**src/rtl/ad_ip_jesd204_tpl_adc_pack_compact.sv**
```systemverilog
// Stage-1 compaction: gathers the enabled channels of one beat into an LSB-aligned,
// sample-interleaved chunk and registers it together with a chunk-valid flag.
module ad_ip_jesd204_tpl_adc_pack_compact #(
    parameter int NUM_CHANNELS    = 4,
    parameter int DATA_PATH_WIDTH = 1,
    parameter int BITS_PER_SAMPLE = 16,
    parameter int DMA_DATA_WIDTH  = NUM_CHANNELS * DATA_PATH_WIDTH * BITS_PER_SAMPLE
) (
    input  logic                      clk,
    input  logic                      resetn,
    input  logic [NUM_CHANNELS-1:0]   enable,
    input  logic                      take,
    input  logic [DMA_DATA_WIDTH-1:0] data,
    output logic [DMA_DATA_WIDTH-1:0] chunk,
    output logic                      chunk_valid
);

    localparam int CDW = DATA_PATH_WIDTH * BITS_PER_SAMPLE;

    logic [DMA_DATA_WIDTH-1:0] compact_c;

    // Sample-major order: all enabled channels of sample 0, then of sample 1, ...
    always_comb begin
        int pos;
        compact_c = '0;
        pos = 0;
        for (int s = 0; s < DATA_PATH_WIDTH; s++) begin
            for (int ch = 0; ch < NUM_CHANNELS; ch++) begin
                if (enable[ch]) begin
                    compact_c[pos*BITS_PER_SAMPLE +: BITS_PER_SAMPLE] =
                        data[CDW*ch + BITS_PER_SAMPLE*s +: BITS_PER_SAMPLE];
                    pos = pos + 1;
                end
            end
        end
    end

    always_ff @(posedge clk or negedge resetn) begin
        if (!resetn) begin
            chunk       <= '0;
            chunk_valid <= 1'b0;
        end else begin
            chunk_valid <= take;
            if (take) begin
                chunk <= compact_c;
            end
        end
    end

endmodule

```
**src/rtl/ad_ip_jesd204_tpl_adc_pack.sv**
```systemverilog
// Packs the enabled ADC channels into full DMA words: beat counter, accumulator,
// output register with valid/ready, plus sync, sticky overflow and config-error flags.
module ad_ip_jesd204_tpl_adc_pack #(
    parameter int NUM_CHANNELS    = 4,
    parameter int DATA_PATH_WIDTH = 1,
    parameter int BITS_PER_SAMPLE = 16,
    parameter int DMA_DATA_WIDTH  = NUM_CHANNELS * DATA_PATH_WIDTH * BITS_PER_SAMPLE
) (
    input  logic                      clk,
    input  logic                      resetn,
    input  logic [NUM_CHANNELS-1:0]   enable,
    input  logic [NUM_CHANNELS-1:0]   adc_valid,
    input  logic [DMA_DATA_WIDTH-1:0] adc_data,
    output logic                      packed_valid,
    input  logic                      packed_ready,
    output logic [DMA_DATA_WIDTH-1:0] packed_data,
    output logic                      packed_sync,
    output logic                      overflow,
    input  logic                      overflow_clr,
    output logic                      cfg_err
);

    // Output handshake: a word transfers on a rising clk edge where packed_valid and
    // packed_ready are both 1; packed_data/packed_sync stay stable while valid && !ready.

    localparam int CDW   = DATA_PATH_WIDTH * BITS_PER_SAMPLE;
    localparam int PC_W  = $clog2(NUM_CHANNELS + 1);
    localparam int CNT_W = $clog2(NUM_CHANNELS) + 1;

    function automatic logic [PC_W-1:0] popcount(input logic [NUM_CHANNELS-1:0] v);
        logic [PC_W-1:0] n;
        n = '0;
        for (int i = 0; i < NUM_CHANNELS; i++) begin
            n = n + PC_W'(v[i]);
        end
        return n;
    endfunction

    function automatic logic cfg_bad(input logic [NUM_CHANNELS-1:0] e);
        logic [PC_W-1:0] n;
        n = popcount(e);
        return (n == '0) || ((n & (n - PC_W'(1))) != '0);
    endfunction

    logic [NUM_CHANNELS-1:0]   enable_q;
    logic [CNT_W-1:0]          beat_cnt;
    logic [DMA_DATA_WIDTH-1:0] acc;
    logic                      sync_pending;
    logic [DMA_DATA_WIDTH-1:0] s1_chunk;
    logic                      s1_valid;

    logic                      change;
    logic                      take;
    logic                      write;
    logic                      last;
    logic                      complete;
    logic                      blocked;
    logic [PC_W-1:0]           n_act;
    logic [DMA_DATA_WIDTH-1:0] word_next;

    assign change  = (enable != enable_q);
    assign take    = (&adc_valid) && !change && !cfg_err;
    assign n_act   = popcount(enable_q);
    // A word is full once (beat_cnt+1) chunks of N channels cover all channels.
    assign last      = ((int'(beat_cnt) + 1) * int'(n_act)) == NUM_CHANNELS;
    assign word_next = acc | (s1_chunk << (int'(beat_cnt) * int'(n_act) * CDW));
    assign write     = s1_valid && !change && !cfg_err;
    assign complete  = write && last;
    assign blocked   = packed_valid && !packed_ready;

    ad_ip_jesd204_tpl_adc_pack_compact #(
        .NUM_CHANNELS    (NUM_CHANNELS),
        .DATA_PATH_WIDTH (DATA_PATH_WIDTH),
        .BITS_PER_SAMPLE (BITS_PER_SAMPLE),
        .DMA_DATA_WIDTH  (DMA_DATA_WIDTH)
    ) i_compact (
        .clk         (clk),
        .resetn      (resetn),
        .enable      (enable),
        .take        (take),
        .data        (adc_data),
        .chunk       (s1_chunk),
        .chunk_valid (s1_valid)
    );

    always_ff @(posedge clk or negedge resetn) begin
        if (!resetn) begin
            enable_q     <= '0;
            cfg_err      <= 1'b0;
            beat_cnt     <= '0;
            acc          <= '0;
            sync_pending <= 1'b1;
            packed_valid <= 1'b0;
            packed_data  <= '0;
            packed_sync  <= 1'b0;
            overflow     <= 1'b0;
        end else begin
            enable_q <= enable;
            cfg_err  <= cfg_bad(enable);

            if (change || cfg_err) begin
                acc      <= '0;
                beat_cnt <= '0;
            end else if (write) begin
                if (last) begin
                    acc      <= '0;
                    beat_cnt <= '0;
                end else begin
                    acc      <= word_next;
                    beat_cnt <= beat_cnt + CNT_W'(1);
                end
            end

            if (change) begin
                sync_pending <= 1'b1;
            end

            // A completing word reloads the output with no bubble unless the held word is stuck.
            if (complete && !blocked) begin
                packed_valid <= 1'b1;
                packed_data  <= word_next;
                packed_sync  <= sync_pending;
                sync_pending <= 1'b0;
            end else if (packed_ready) begin
                packed_valid <= 1'b0;
                packed_sync  <= 1'b0;
            end

            if (complete && blocked) begin
                overflow <= 1'b1;
            end else if (overflow_clr) begin
                overflow <= 1'b0;
            end
        end
    end

endmodule

```
**config.mk**
```make
export PLATFORM = sky130hd
export DESIGN_NAME = ad_ip_jesd204_tpl_adc_pack
export DESIGN_NICKNAME = d
export VERILOG_FILES = /design/src/rtl/ad_ip_jesd204_tpl_adc_pack_compact.sv /design/src/rtl/ad_ip_jesd204_tpl_adc_pack.sv
export SDC_FILE = /design/constraint.sdc
export NUM_CORES = 1
export LEC_CHECK = 0
export ABC_CLOCK_PERIOD_IN_PS = 4900
export CORE_ASPECT_RATIO = 1.2
export CORE_MARGIN = 4
export CORE_UTILIZATION = 40
export CTS_CLUSTER_DIAMETER = 50
export DETAILED_ROUTE_END_ITERATION = 8
export GPL_ROUTABILITY_DRIVEN = 0
export SYNTH_ARGS = -nofsm -noshare
export SYNTH_HDL_FRONTEND = slang
export SYNTH_SLANG_ARGS = --single-unit
export TNS_END_PERCENT = 5
```
**constraint.sdc**
```tcl
create_clock -name clk -period 4.9 [get_ports clk]
set_input_delay 0.98 -clock clk [delete_from_list [all_inputs] [get_ports clk]]
set_output_delay 0.98 -clock clk [all_outputs]
set_load 0.05 [all_outputs]
```
## After elaboration in Yosys (flattened, before gate mapping)

Index checks and enable logic that the tools add are counted.

| storage, ports and cells | value |
|---|---|
| logic and storage cells | 82 |
| input bits | 76 |
| output and inout port bits | 68 |
| bits in registers | 205 |

| operators by class | value |
|---|---|
| shift operators | 7 |
| reductions and logical operators | 21 |
| muxes and demuxes | 23 |
| multiply operators | 2 |
| add/sub/neg operators | 14 |
| equality and inequality tests | 2 |
| bitwise logic cells | 2 |

Operator list:

| operator | count |
|---|---|
| 64-bit 2-to-1 mux | 6 |
| 64-bit bitwise mux | 3 |
| 16-bit by 33-bit variable shift with 64-bit output (first input constant) | 3 |
| 16-bit by 33-bit indexed part select with 64-bit output | 3 |
| 32-bit negator with 33-bit output | 2 |
| 64-bit bitwise OR | 1 |
| 64-bit by 10-bit left shift with 64-bit output | 1 |
| 5-bit negator with 33-bit output | 1 |
| 28-bit by 2-bit adder with 28-bit output (second input constant) | 1 |
| 28-bit 2-to-1 mux | 1 |
| 16-bit 2-to-1 mux | 1 |
| 3-bit 2-to-1 mux | 3 |
| 1-bit logical AND | 8 |
| 1-bit 2-to-1 mux | 8 |
| 2-bit nonzero test | 4 |
| 7-bit by 3-bit == test with 1-bit output (second input constant) | 1 |
| 4-bit by 3-bit multiplier with 7-bit output | 1 |
| 2-bit by 1-bit adder with 3-bit output | 2 |
| 3-bit by 1-bit adder with 3-bit output | 2 |
| 3-bit by 3-bit multiplier with 6-bit output | 1 |
| 1-bit by 1-bit adder with 2-bit output | 2 |
| 3-bit by 1-bit adder with 4-bit output (second input constant) | 1 |
| 1-bit zero test | 4 |
| 4-bit inequality test | 1 |
| other kinds (9) | 10 |

## Depth between registers and ports, before layout

| depth | value |
|---|---|
| depth in word-level cells | 9 |
| mapped depth | 17 |
| mapped depth without buffers | 12 |

## Cells and area by module

Synthesis repeated with hierarchy kept, for this count alone.

| second synthesis, totals | value |
|---|---|
| cells, all modules | 1089 |
| area, all modules | 10966.8 um^2 |

By module, submodules not included:

| module | area each (um^2) | cells each | sequential area each (um^2) | times used |
|---|---|---|---|---|
| ad_ip_jesd204_tpl_adc_pack | 7221.9 | 694 | 3504.6 | 1 |
| ad_ip_jesd204_tpl_adc_pack_compact | 3744.8 | 395 | 1626.6 | 1 |

## Worst setup path before layout

OpenSTA, ideal clock, no wires.

| timing path | value |
|---|---|
| path kind | reg2reg |
| start point | reg enable_q[0] |
| end point | reg packed_data[10] |
| period minus slack after synthesis | 4565 ps |
| library setup time | 125 ps |
| required time | 4775 ps |
| buffers on the path | 5 |
| data arrival time | 4440 ps |
| stages on the path, launching flop included | 17 |
| slack | 335 ps |
| cell sequence | dfrtp_1 fa_1 ha_1 buf_2 and2_1 buf_2 buf_4 buf_2 nand3_1 fa_1 inv_1 fa_1 nor4_1 nand4b_1 nor4_2 buf_2 mux2_2 |

| on the way | value |
|---|---|
| word-level cells in the longest chain between the ends | 7 |
| elaborated cells between the ends (all ways) | 14 |
| classes of those cells | add/sub: 3; mul: 2; eq/ne: 2; shift: 1; bitwise: 1; reduce/logical: 5 |

RTL lines:

| what | line | source |
|---|---|---|
| start: declaration | ad_ip_jesd204_tpl_adc_pack.sv:45 | `logic [NUM_CHANNELS-1:0] enable_q;` |
| start signal: assignment | ad_ip_jesd204_tpl_adc_pack.sv:98 | `enable_q <= enable;` |
| parallel branches: the longest is 7 deep, another holds 3-bit by 3-bit multiplier with 6-bit output | -- |  |
| end signal: assignment | ad_ip_jesd204_tpl_adc_pack.sv:121 | `packed_data <= word_next;` |
| end: declaration | ad_ip_jesd204_tpl_adc_pack.sv:16 | `output logic [DMA_DATA_WIDTH-1:0] packed_data,` |

Parallel ways; which one is timed is not known.
A chain may end at the register's enable or synchronous reset.

## Worst setup path in the final report

| timing path | value |
|---|---|
| start point | reg enable_q[0] |
| end point | reg packed_data[57] |

Same word-level chain as after synthesis.

==> out/qor.txt <==
Clock transition at the registers of the reported paths: 60 ps
Yosys reg bits: 205
Vias per std cell: 5.49
Total number of yosys warnings: 0
IO Pins: 144
Die X-Extent: 165 µm
Slowest CP cell: fa_1
Finished Core Util: 0.496
Bufs on Longest Clock Path: 3
DR pass1 iterations: 5
Share of cells above drive strength 1: 0.146
Max cap viols: 0
Post-Route Setup TNS: 0 ps
Mapped Nets: 1242
Share of the synthesized area in the top cell type: 0.432
Total CTS buffers: 24
Ys async rst share: 1.00
Global-route wire length before repair: 50400 µm
Buf/Inv on CP: 3
Commonest non-fill, non-tap cell in the layout: dfrtp_1
Routed wire length: 31200 µm
CTS resizes: 0
Power, Total: 3.96 mW
1st-iter DRT viols: 669
Final Cell Area: 14400 µm²
Worst hold margin: 490 ps
H-tree depth: 1
Core Area: 28900 µm²
Max Slew Vio Count: 0
CTS sink count: 205
Startpoint types: register
Final Skew: 8.40 ps
CTS Hold Buffers Added: 0
Drt wl/cell: 19.1 µm
Most frequent cells in the layout: dfrtp_1, clkdlybuf4s50_1, inv_1
P_leak: 6.63 nW
Power Dens Cells: 276 nW/µm²
Vias in the first global route: 8839
PortBufs: 143
Slowest Stage Delay on Critical Path: 510 ps
Initial Util: 0.409
Filler cell count in the final layout: 2673
Hold WC Path Type: reg2reg
Mapped Cells: 1136
Top_reg_cell synth: dfrtp_1
Post-route ant nets: 0
Final period utilization: 0.917
CP delay by family, top: adder cells
Worst EP required: 5320 ps
R2R Setup Slk: 410 ps
Die Area: 32400 µm²
Fin crit period: 4490 ps
Status: completed
Crit-path max FO: 49
Layout overhead on the synthesized area: 21.5%
Crit path arrival time: 4920 ps
RSZ-0062 raised after global routing: false
Seq/Total Area, Yosys: 0.434
TritonCTS clock tree: yes
Register area: 5130 µm²
CP Capture Type: register
Residual DRC: 0
Largest cells by area after synthesis: dfrtp_1, mux2_2, mux2i_1
Rows: 68
Final Hold Viols: 0
Synth Cell Area: 11800 µm²
Die Height: 196 µm
Post-DP HPWL: 22600 µm
Area leader, netlist: dfrtp_1
Largest net degree at the start of global routing: 106
VDD IR max: 0.199 mV
Diodes inserted: 0
Fmax: 223 MHz
Rel. slew slack: 0.424
Post-CTS setup buffer count: 0
Worst-Margin Slew: 864 ps
Cell Chain, Critical Path: fa_1 -> ha_1 -> ha_1 -> nand2_1 -> fa_1 -> inv_1 -> ha_1 -> fa_1 -> nor4_1 -> nand4b_1 -> nor4_4 -> buf_12 -> buf_4 -> mux2i_1
CTS root buf: clkbuf_16
Critical path type: reg2reg
Nets: 1339
Area taken by multi-input logic gates: 5820 µm²
Total Routing Usage GR: 0.192
DP Area: 13600 µm²
Via count of the routed design: 8976
Grt ovf: 0
Clk_lat worst skew: 510 ps
Post-synth EDFFs: 0
Final number of setup-violating endpoints: 0
Synthesized area per cell: 10.4 µm²
Netlist cell types: 55
Initial antenna violation count: 0
==> per-layer routing <==
| metal | part of all wire | vias to the layer above | global-route usage |
|---|---|---|---|
| met1 | 0.49 | 4378 | 0.303 |
| met4 | 0.032 | 0 | 0.0595 |
| met3 | 0.057 | 43 | 0.0246 |
| li1 | - | 4284 | - |
| met5 | 0 | - | 0 |
| met2 | 0.42 | 271 | 0.271 |
==> per-stage QoR <==
step | instances | setup slack, ps
global route | 1634 | 80.7
detailed placement | 1592 | 365
global placement | 1592 | 511
finish | 1634 | 409
CTS | 1634 | 348
floorplan | 1136 | 335
==> cell usage after synthesis, drive strengths merged (22+ instances only) <==
master,number
dfrtp,204
inv,107
mux2,97
mux2i,82
a31oi,81
nor2,69
nand2,62
clkbuf,58
nor3,55
buf,43
and3,31
a41oi,26
ha,22
==> logic make-up (layout without fill, tap and decap cells) <==
family / after synthesis / in the layout / share of synthesized area
mux: 195 / 195 / 0.192
xor+xnor: 7 / 7 / 0.00519
compound gates: 213 / 213 / 0.135
flops: 205 / 205 / 0.434
simple gates: 278 / 278 / 0.120
buf+inv: 208 / 321 / 0.0758
fa+ha+maj: 30 / 30 / 0.0368
==> worst paths after layout <==
path / endpoint / cells after the start / from
max reg2reg: packed_data[57] / 14 / enable_q[0]
min in group asynchronous: enable_q[1] / 1 / resetn
min reg2reg: i_compact.chunk[58] / 1 / i_compact.chunk[58]
min: i_compact.chunk[58] / 1 / i_compact.chunk[58]
max: packed_data[57] / 14 / enable_q[0]
max in group asynchronous: packed_data[22] / 2 / resetn
==> worst reg2reg max path, stage by stage, from the launching register on <==
cell      delay [ps]
dfrtp_1          400
fa_1             490
ha_1             190
ha_1             370
nand2_1          100
fa_1             510
inv_1             40
ha_1             210
fa_1             420
nor4_1           290
nand4b_1         240
nor4_4           310
buf_12           300
buf_4            300
mux2i_1          210
==> final cells by class <==
| class | count | share of cell area |
|---|---|---|
| Timing Repair Buffer | 172 | 0.119 |
| Multi-Input combinational cell | 723 | 0.405 |
| Clock buffer | 31 | 0.0479 |
| Tap cell | 385 | 0.0336 |
| Inverter | 107 | 0.0280 |
| Clock inverter | 11 | 0.00828 |
| Sequential cell | 205 | 0.357 |
==> sequential cells by signal, indices dropped and copies added (netlist names) <==
signal	cells
cfg_err	1
overflow	1
beat_cnt	3
acc	64
sync_pending	1
i_compact.chunk_valid	1
i_compact.chunk	64
packed_data	64
enable_q	4
packed_valid	1
packed_sync	1
==> report_power, final <==
group	internal [mW]	total (mW)	switching [mW]
Clock	1.10	1.80	0.707
Combinational	0.174	0.398	0.224
Sequential	1.72	1.76	0.0425
No activity file was read; power rests on OpenSTA's default activity.
